[config.mk]
export PLATFORM = sky130hd
export DESIGN_NAME = program_sequencer
export DESIGN_NICKNAME = d
export VERILOG_FILES = /design/src/rtl/program_sequencer.sv
export SDC_FILE = /design/constraint.sdc
export NUM_CORES = 1
export LEC_CHECK = 0
export CAP_MARGIN = 20
export CORE_MARGIN = 2
export CORE_UTILIZATION = 25
export CTS_BUF_LIST = sky130_fd_sc_hd__clkbuf_8
export CTS_CLUSTER_DIAMETER = 80
export DETAILED_ROUTE_END_ITERATION = 16
export SLEW_MARGIN = 20
export SYNTH_ARGS = -nofsm -noshare
export SYNTH_HDL_FRONTEND = slang
export SYNTH_SLANG_ARGS = --single-unit
export TNS_END_PERCENT = 5
[constraint.sdc]
create_clock -name CLK -period 3.2 [get_ports CLK]
set_clock_uncertainty 0.1 [all_clocks]
set_input_delay 0.64 -clock CLK [delete_from_list [all_inputs] [get_ports CLK]]
set_output_delay 0.64 -clock CLK [all_outputs]
set_load 0.01 [all_outputs]
[src/rtl/program_sequencer.sv]
// Program sequencer: queues run requests, pulses the core start, times each run
// until halt or timeout, and presents the result on a valid/ready port.
module program_sequencer #(
    parameter int unsigned TIMEOUT_CYCLES = 20000,
    parameter int unsigned QDEPTH         = 2
) (
    input  logic        CLK,
    input  logic        reset_n,
    input  logic        req_valid,
    input  logic [7:0]  req_addr,
    output logic        req_ready,
    output logic        start,
    output logic [7:0]  start_addr,
    input  logic        halt,
    output logic        done_valid,
    input  logic        done_ready,
    output logic [7:0]  done_addr,
    output logic [15:0] done_cycles,
    output logic        done_timeout,
    output logic        busy
);

    localparam int unsigned AW = 8;
    localparam int unsigned CW = 16;
    localparam int unsigned OW = 2;

    typedef enum logic [1:0] {
        IDLE  = 2'd0,
        START = 2'd1,
        RUN   = 2'd2,
        DONE  = 2'd3
    } state_t;

    state_t          state;
    state_t          state_n;
    logic [AW-1:0]   q_head;
    logic [AW-1:0]   q_tail;
    logic [OW-1:0]   occ;
    logic [OW-1:0]   occ_n;
    logic [CW-1:0]   count;
    logic            push;
    logic            pop;
    logic            halt_fire;
    logic            timeout_fire;

    // Next-state and per-cycle control decode
    always_comb begin
        state_n      = state;
        pop          = 1'b0;
        halt_fire    = 1'b0;
        timeout_fire = 1'b0;
        push         = req_valid & req_ready;
        case (state)
            IDLE: begin
                if (occ != OW'(0)) begin
                    pop     = 1'b1;
                    state_n = START;
                end
            end
            START: state_n = RUN;
            RUN: begin
                // count is zero only on the first RUN cycle, where halt may be stale
                if ((count != CW'(0)) && halt) begin
                    halt_fire = 1'b1;
                    state_n   = DONE;
                end else if (count == CW'(TIMEOUT_CYCLES)) begin
                    timeout_fire = 1'b1;
                    state_n      = DONE;
                end
            end
            DONE: begin
                if (done_ready) begin
                    state_n = IDLE;
                end
            end
            default: state_n = IDLE;
        endcase
        occ_n = occ + OW'(push) - OW'(pop);
    end

    always_ff @(posedge CLK) begin
        if (!reset_n) begin
            state <= IDLE;
        end else begin
            state <= state_n;
        end
    end

    // Two-entry request FIFO; a push and pop together only happen at occupancy 1
    always_ff @(posedge CLK) begin
        if (!reset_n) begin
            occ       <= OW'(0);
            q_head    <= AW'(0);
            q_tail    <= AW'(0);
            req_ready <= 1'b1;
        end else begin
            occ       <= occ_n;
            req_ready <= (occ_n < OW'(QDEPTH));
            if (push && pop) begin
                q_head <= req_addr;
            end else if (push) begin
                if (occ == OW'(0)) begin
                    q_head <= req_addr;
                end else begin
                    q_tail <= req_addr;
                end
            end else if (pop) begin
                q_head <= q_tail;
            end
        end
    end

    // Run control, cycle counter and result registers
    always_ff @(posedge CLK) begin
        if (!reset_n) begin
            start        <= 1'b0;
            start_addr   <= AW'(0);
            busy         <= 1'b0;
            count        <= CW'(0);
            done_valid   <= 1'b0;
            done_addr    <= AW'(0);
            done_cycles  <= CW'(0);
            done_timeout <= 1'b0;
        end else begin
            start      <= (state_n == START);
            busy       <= (state_n != IDLE);
            done_valid <= (state_n == DONE);
            if (pop) begin
                start_addr <= q_head;
            end
            if (state == START) begin
                count <= CW'(0);
            end else if ((state == RUN) && (count != '1)) begin
                count <= count + CW'(1);
            end
            if (halt_fire || timeout_fire) begin
                done_addr    <= start_addr;
                done_cycles  <= count;
                done_timeout <= timeout_fire;
            end
        end
    end

endmodule

==> qor.txt <==
Lkg Pwr = 0.00167 uW
grt ovf = 0
RSZ-0062 raised after global routing = false
Die ar. = 14,000 sq um
routability cong. = 0.781
post-synthesis cell count = 352
Simple-Gate Fraction of Synth Area = 21.3%
Switch Pwr = 763 uW
Synth-to-Final Area Change = 25.2%
postcts setup bufs = 0
CTS tree = built
Setup TNS Final = 0 ps
vias in the first global route = 2,597
Seq/Total Area, Yosys = 44.8%
most frequent cells after synthesis = nand2_1 (77), dfxtp_1 (73), mux2i_1 (39)
crit path DAT = 2730 ps
Final min period = 2580 ps
Final Hold Vio Count = 0
most frequent cell after synthesis = nand2_1
Logic pwr share = 24.2%
Clock Sinks = 73
fmax = 387 MHz
Die X = 118 microns
Power Internal = 1770 uW
crit path kind = register to register
Sw Ratio = 30.1%
initial antenna violation count = 0
Post-Syn Area = 3260 sq um
reg-to-reg setup timing slack = 620 ps
Startpoint Class = register
fin. max-slew vios = 0
Starting Density = 25.7%
pwr/cell area = 621 nW/um^2
main flop type after synthesis = dfxtp_1
Worst-path clk slew = 80 ps
period utilisation layout = 80.8%
CP max FO = 12
vias = 2,493
vias per cell = 4.37
setup violators final = 0
Post-CTS Hold Buffers = 0
FILL cells = 1,325
clk_lat worst skew = 350 ps
EDFF count, synth = 0
Max Cap Viol = 0
Clock Tree Buf Depth = 2
Post-DP HPWL = 5190 microns
register share of total power = 44.4%
total wire length = 7250 microns
Seq cells post-synth = 73
IO Pins = 50
Synth Area in Compound Gates = 10.8%
Peak VDD IR = 0.000271 V
Root Buffer = clkbuf_8
pre-CTS WS = 500 ps
post-synth top area cell = dfxtp_1
Iter 0 DRT Violations = 93
largest net degree at the start of global routing = 78
H-tree depth = 3
first-pass GRT wire length = 12,500 microns
Distinct cells, synth = 47
Req. time, crit path = 3350 ps
final setup margin = 616 ps
Routed WL per cell = 12.7 microns
Final Non-Filler Cells = 570
Synth Area in Adders = 1.92%
Ant. Diodes = 0
I/O Buffers = 49
DR pass1 iterations = 4
Rel. slew slack = 42.4%
xor-xnor portion of the synthesized cell area = 3.76%
final core occ = 32.2%
clock power share = 31.4%
layout cells sized above 1 = 7.54%
Post-layout nets = 411
fraction of registers with async set/reset = 0%
Post-DRT Antenna Nets = 0
Synth Net Count = 370
post-synth top area share = 44.8%
Mapped Avg Cell Area = 9.26 sq um
Synth warnings = 0
num rows = 41
worst reg2reg startpoint = occ[1]$_SDFF_PN0_
top cells by area, synth = dfxtp_1 (45%), mux2i_1 (12%), nand2_1 (8.9%)
gr usage total = 11.0%
Placed Instances = 554
CTS Buf Count = 9
core area = 12,700 sq um
worst hold path class = register to register
CP startpoint = occ[1]$_SDFF_PN0_
hold path start = done_cycles[5]$_SDFFE_PN0P_
DRC viols = 0
multiplexer area fraction after synthesis = 12.0%
largest family of logic cells by synthesized area = simple AND/OR/NAND/NOR gates
post-cts repair resize count = 0
Worst setup EP type = register
worst-margin pin slew = 858 ps
status = finished clean
Die Y = 118 microns
[sequential cells by signal, indices dropped and copies added (netlist names), 2 cells and up]
register / flops
q_head: 8
start_addr: 8
occ: 2
done_cycles: 16
done_addr: 8
q_tail: 8
state: 2
count: 16
[kinds of logic after synthesis]
group	Yosys count
AO/OA/AOI/OAI	46
XOR/XNOR	14
adder cells (fa/ha/maj)	5
buffers and inverters	33
flip-flops	73
multiplexers	39
AND/OR/NAND/NOR	142
[routing by layer]
layer / part of all wire [%] / wire length (microns) / vias up / track usage [%]
li1: - / - / 1275 / -
met1: 48 / 3500 / 1168 / 13.7
met2: 44 / 3210 / 40 / 17.3
met3: 5.2 / 374 / 10 / 3.47
met4: 2.3 / 168 / 0 / 5.42
met5: 0 / 0 / - / 0
[worst max-delay path, cell delays in order, from the launching register on]
cell,delay [ps]
dfxtp_1,330
nor2_1,200
or3_1,340
inv_1,260
ha_1,300
a21oi_2,480
mux2i_1,260
nand2_1,70
o211a_1,140
[through the flow]
step	hold WS [ps]	power, uW	cell area, sq um
3_5_place_dp	353	1760	3860
2_1_floorplan	341	1570	3260
3_3_place_gp	336	1740	3860
5_1_grt	389	2690	4080
6_report	361	2540	4080
4_1_cts	368	2570	4080
[layout make-up]
type	instances	area [sq um]	area share, %
clock buffers	10	138	3.37
well taps	172	215	5.27
clock inverters	6	82.6	2.02
multi-input cells	246	1620	39.7
repair buffers	53	528	12.9
flip-flops and latches	73	1460	35.8
inverters	10	37.5	0.919
[cells in the final DEF (no fill, tap or decap), types with 3 or more instances in the layout]
cell type / n
a211oi_1: 4
a21boi_0: 10
a21oi_1: 8
and2_1: 6
and3_1: 3
and4_1: 3
buf_4: 3
clkbuf_8: 10
clkdlybuf4s50_1: 48
dfxtp_1: 73
ha_1: 5
inv_1: 11
mux2i_1: 39
nand2_1: 77
nand3_1: 3
nand4_1: 6
nor2_1: 21
nor2b_1: 9
o211a_1: 9
o21a_1: 3
xnor2_1: 12
[power groups by stage]
stage	logic, uW	clock network (uW)	registers, uW
floorplan	448	0	1120
global placement	599	0	1140
detailed placement	614	0	1150
CTS	620	821	1130
global route	688	860	1140
finish	612	796	1130
[worst paths after layout]
| check | end | cells after the start |
|---|---|---|
| setup reg to reg | q_head[4]$_SDFFE_PN0P_ | 8 |
| hold / removal | done_cycles[5]$_SDFFE_PN0P_ | 2 |
| hold reg to reg | done_cycles[5]$_SDFFE_PN0P_ | 2 |
| setup / recovery | q_head[4]$_SDFFE_PN0P_ | 8 |
No activity file was read; power rests on OpenSTA's default activity.
